**config.mk**
```make
export PLATFORM = sky130hd
export DESIGN_NAME = hazard_tracker
export DESIGN_NICKNAME = d
export VERILOG_FILES = /design/src/rtl/hazard_tracker.sv
export SDC_FILE = /design/constraint.sdc
export NUM_CORES = 1
export LEC_CHECK = 0
export ABC_AREA = 1
export BUFFER_PORTS_ARGS = -buffer_cell sky130_fd_sc_hd__buf_2
export CORE_ASPECT_RATIO = 0.5
export CORE_MARGIN = 4
export CORE_UTILIZATION = 55
export DETAILED_ROUTE_END_ITERATION = 6
export PLACE_DENSITY = 0.89
export RECOVER_POWER = 50
export SLEW_MARGIN = 10
export SYNTH_ARGS = -nofsm -noshare
export SYNTH_HDL_FRONTEND = slang
export SYNTH_SLANG_ARGS = --single-unit
export TNS_END_PERCENT = 1
```
**constraint.sdc**
```tcl
create_clock -name clk -period 2.97 [get_ports clk]
set_input_delay 0.4455 -clock clk [delete_from_list [all_inputs] [get_ports clk]]
set_output_delay 0.4455 -clock clk [all_outputs]
set_load 0.005 [all_outputs]
```
**src/rtl/hazard_tracker.sv**
```systemverilog
// D-stage hazard unit: in-flight writer scoreboard, stall and D-forward selects, MDU occupancy.
// Define HAZARD_MDU_EN to build the multiply/divide busy counter and its stall term.
module hazard_tracker #(
  parameter int NSTAGE  = 3,
  parameter int TW      = 2,
  parameter int MUL_LAT = 5,
  parameter int DIV_LAT = 10
) (
  input  logic                             clk,
  input  logic                             reset,
  input  logic [4:0]                       a1,
  input  logic [4:0]                       a2,
  input  logic [TW-1:0]                    Tuse_rs,
  input  logic [TW-1:0]                    Tuse_rt,
  input  logic                             D_we,
  input  logic [4:0]                       D_a3,
  input  logic [TW-1:0]                    D_Tnew,
  input  logic                             D_md_start,
  input  logic                             D_md_div,
  input  logic                             D_md_use,
  output logic                             stall,
  output logic [$clog2(NSTAGE+1)-1:0]      fwd_rs_sel,
  output logic [$clog2(NSTAGE+1)-1:0]      fwd_rt_sel,
  output logic                             md_busy
);

  localparam int SW = $clog2(NSTAGE + 1);
  localparam logic [TW-1:0] TUSE_NONE = '1;

  typedef struct packed {
    logic          hit;
    logic [SW-1:0] sel;
    logic [TW-1:0] tnew;
  } match_t;

  logic          sb_we   [NSTAGE];
  logic [4:0]    sb_a3   [NSTAGE];
  logic [TW-1:0] sb_tnew [NSTAGE];

  match_t rs_match;
  match_t rt_match;
  logic   rs_hazard;
  logic   rt_hazard;
  logic   md_hazard;

  function automatic logic [TW-1:0] tnew_dec(input logic [TW-1:0] t);
    return (t == '0) ? '0 : t - TW'(1);
  endfunction

  // Scan oldest to youngest so the youngest matching writer wins.
  function automatic match_t find_writer(input logic [4:0] addr);
    match_t m;
    m = '0;
    for (int i = NSTAGE - 1; i >= 0; i--) begin
      if (sb_we[i] && (sb_a3[i] == addr) && (addr != 5'd0)) begin
        m.hit  = 1'b1;
        m.sel  = SW'(i + 1);
        m.tnew = sb_tnew[i];
      end
    end
    return m;
  endfunction

  function automatic logic gpr_hazard(input match_t m, input logic [TW-1:0] tuse);
    return m.hit && (tuse != TUSE_NONE) && (m.tnew > tuse);
  endfunction

  function automatic logic [SW-1:0] fwd_select(input match_t m);
    return (m.hit && (m.tnew == '0)) ? m.sel : '0;
  endfunction

  always_comb begin
    rs_match   = find_writer(a1);
    rt_match   = find_writer(a2);
    rs_hazard  = gpr_hazard(rs_match, Tuse_rs);
    rt_hazard  = gpr_hazard(rt_match, Tuse_rt);
    fwd_rs_sel = fwd_select(rs_match);
    fwd_rt_sel = fwd_select(rt_match);
  end

  assign stall = rs_hazard | rt_hazard | md_hazard;

  // ---- scoreboard shift: D -> E -> M -> W, bubble on stall ----
  always_ff @(posedge clk) begin
    if (reset) begin
      for (int i = 0; i < NSTAGE; i++) begin
        sb_we[i]   <= 1'b0;
        sb_a3[i]   <= 5'd0;
        sb_tnew[i] <= '0;
      end
    end else begin
      sb_we[0]   <= stall ? 1'b0 : D_we;
      sb_a3[0]   <= stall ? 5'd0 : D_a3;
      sb_tnew[0] <= stall ? '0   : D_Tnew;
      for (int i = 1; i < NSTAGE; i++) begin
        sb_we[i]   <= sb_we[i-1];
        sb_a3[i]   <= sb_a3[i-1];
        sb_tnew[i] <= tnew_dec(sb_tnew[i-1]);
      end
    end
  end

`ifdef HAZARD_MDU_EN
  localparam int CW = $clog2(DIV_LAT + 1);

  logic [CW-1:0] md_cnt;

  // ---- MDU occupancy: a stalled start must not load the counter ----
  always_ff @(posedge clk) begin
    if (reset) begin
      md_cnt <= '0;
    end else if (D_md_start && !stall) begin
      md_cnt <= D_md_div ? CW'(DIV_LAT) : CW'(MUL_LAT);
    end else if (md_cnt != '0) begin
      md_cnt <= md_cnt - CW'(1);
    end
  end

  assign md_busy   = (md_cnt != '0);
  assign md_hazard = D_md_use & md_busy;
`else
  localparam int md_unused_lat = MUL_LAT + DIV_LAT;
  logic md_unused;

  assign md_unused = ^{D_md_start, D_md_div, D_md_use};
  assign md_busy   = 1'b0;
  assign md_hazard = 1'b0;
`endif

endmodule

```
==> impl_metrics.json <==
{
  "place_area_um2": 1851,
  "hold_viol_final": 0,
  "yosysSeqAreaShare": 0.2861,
  "setup_viol": 0,
  "synth_area_leaders": "dfxtp_1 29%, nand2_1 20%, inv_1 9.8%",
  "fin_crit_sh": 0.9403,
  "first_pass_iters": 4,
  "start_util": 0.6108,
  "max_slew_margin": 0.4557,
  "dieArea_um2": 4055,
  "yosys_warnings": 0,
  "worstSetupEndpoint": "stall",
  "yosysTopAreaCell": "dfxtp_1",
  "fmax_mhz": 358.1,
  "gp_congestion": 0.9065,
  "powerDensity_nw_per_um2": 397.0,
  "rows": 13,
  "first_global_vias": 1533,
  "clock-sinks": 24,
  "dp_hpwl_um": 3088,
  "antenna_found_initial": 0,
  "tightest_slew_ps": 816.5,
  "final_util": 0.7073,
  "io_buffer_count": 28,
  "synthSimpleGateAreaFrac": 0.4791,
  "antenna_cells": 0,
  "hp-class": "primary input to flip-flop",
  "avgSynthCellArea_um2": 6.106,
  "synth_top_area_frac": 0.2861,
  "arrival_ps": 2350,
  "crit_start": "sb_a3[0][3]$_SDFF_PP0_",
  "fp.dieH_um": 47.07,
  "path_max_fanout": 5,
  "rr_worst_depth": 14,
  "timing.hold.ws_ps": 386.5,
  "synth_fp_nets": 308,
  "ys_types": 24,
  "total_power_mw": 0.7719,
  "grt-ovfl-total": 0,
  "postCtsHoldBufs": 0,
  "fp.dieW_um": 86.14,
  "clkLatencyLatePin_ps": 270,
  "place_ws_ps": 160.5,
  "ir_drop_mv": 0.2750,
  "crit_path_start_kind": "flip-flop",
  "io_pins": 33,
  "regToRegSetupSlack_ps": 730,
  "grt_use_met1": 0.2482,
  "drive_above_1_share": 0.2599,
  "critical_path_class": "flip-flop to output port",
  "drcViolationCount": 0,
  "ant_nets": 0,
  "post_synth_fa_ha_maj_area_fraction": 0.04471,
  "cts_root_buffer": "clkbuf_8",
  "clock_path_buffers": 2,
  "endpoint_kind": "output port",
  "cts_tree": "yes",
  "nets": 338,
  "slew_viol_final": 0,
  "first_iter_violations": 93,
  "max_cap_viol_count": 0,
  "netlist_area_um2": 1679,
  "wl_per_cell_um": 11.56,
  "via_per_inst": 4.982,
  "power_leakage_nw": 1.075,
  "path_clk_slew_ps": 80,
  "outcome": "completed",
  "routed_wl_um": 3942,
  "met3_usage": 0.03503,
  "grt_max_degree": 18,
  "critPathRequiredTime_ps": 2520,
  "busiest_layer": "met2",
  "final.setup.worst_slack_ps": 177.2,
  "grt_usage": 0.2043,
  "synth_xor_area_frac": 0.01043,
  "design_area_um2": 1944,
  "rr_startpoint": "sb_a3[0][3]$_SDFF_PP0_",
  "synth_compound_area_frac": 0.04769,
  "synthMuxAreaShare": 0,
  "cts_max_level": 1,
  "synth_top_family_by_area": "simple AND/OR/NAND/NOR gates",
  "grt_first_pass_wirelength_um": 6423,
  "ys_seq_elements": 24,
  "use_met2": 0.3966,
  "clock_skew_ps": 2.727,
  "core_area_um2": 2749,
  "reg2reg_to": "sb_a3[0][2]$_SDFF_PP0_",
  "vias": 1699,
  "netlist_instances": 275,
  "min_period_ps": 2793,
  "numCtsBuffers": 3,
  "syn2layout_area_growth_pct": 15.80
}
-- critical path, stage by stage, from the launching register on --
cell and delay (ps):
dfxtp_1 380, inv_2 60, a21oi_1 120, nand2_1 70, nor2_1 140, nand2_2 120, inv_1 110, nand2_1 70
nand2_2 80, inv_1 40, ha_1 300, a221oi_2 300, nand2_2 110, nand2_1 70, buf_2 110
-- stage by stage --
step           std cells  TNS (ps)
2_1_floorplan        275         0
3_3_place_gp         337         0
3_5_place_dp         337         0
4_1_cts              341         0
5_1_grt              341    -17.47
6_report             341         0
-- cells by family after synthesis --
group,after synthesis
buf+inv,57
compound gates,14
simple gates,171
other cells,1
fa+ha+maj,6
xor+xnor,2
flops,24
-- cell usage after synthesis, drive strengths merged --
cell type  count
nand3         13
ha             6
buf            1
xnor2          2
nor2          46
nor3           4
inv           54
nand4          5
a21oi          8
dfxtp         24
nand2        102
nand3b         1
o21ai          3
o211ai         1
a221oi         2
clkbuf         2
conb           1
-- per-layer routing --
layer	up-vias	part of all wire
met3	6	0.068
met5	-	0
li1	881	-
met2	52	0.47
met4	0	0.011
met1	760	0.45
-- placed cells by master (no fill, tap or decap), types with 2 or more instances in the layout --
cell type and count:
a21oi_1 8, a221oi_2 2, buf_2 27, clkbuf_8 3
dfxtp_1 23, ha_1 6, inv_1 44, inv_2 10
nand2_1 90, nand2_2 11, nand3_1 10, nand3_2 3
nand4_1 5, nor2_1 27, nor2_2 14, nor2_4 5
nor3_1 4, o21ai_0 2, xnor2_1 2
-- how the worst min path moves through the flow --
| stage | start | to | cells past startpoint |
|---|---|---|---|
| CTS | D_we | sb_we[0][0]$_SDFF_PP0_ | 3 |
| global placement | sb_tnew[0][0]$_SDFF_PP0_ | sb_tnew[0][2]$_SDFF_PP0_ | 1 |
| floorplan | sb_tnew[0][0]$_SDFF_PP0_ | sb_tnew[0][2]$_SDFF_PP0_ | 1 |
| global route | D_we | sb_we[0][0]$_SDFF_PP0_ | 3 |
| detailed placement | sb_tnew[0][0]$_SDFF_PP0_ | sb_tnew[0][2]$_SDFF_PP0_ | 1 |
| finish | D_we | sb_we[0][0]$_SDFF_PP0_ | 3 |
-- power by group --
group	switching, mW	leakage [nW]	total, mW	internal (mW)
Sequential	0.0108	0.198	0.348	0.337
Combinational	0.0842	0.841	0.133	0.0491
Clock	0.110	0.0357	0.291	0.180
Total	0.206	1.08	0.772	0.566
-- layout make-up --
| cell class | count | area [um^2] |
|---|---|---|
| clock buffer | 3 | 41.29 |
| clock inverter | 1 | 30.03 |
| fill | 236 | 804.5 |
| inverter | 54 | 202.7 |
| multi-input combinational | 194 | 1003 |
| sequential | 24 | 481.7 |
| tap | 37 | 46.29 |
| timing repair buffer | 28 | 138.9 |
-- state kept, by name (all words and copies together) (netlist names) --
register  count
sb_a3        15
sb_we         3
sb_tnew       6
-- timing repair --
action	in CTS	in global routing
buffers inserted	0	0
resized for setup	0	5
endpoints found under the setup margin	0	1
(Power assumes the default switching activity.)
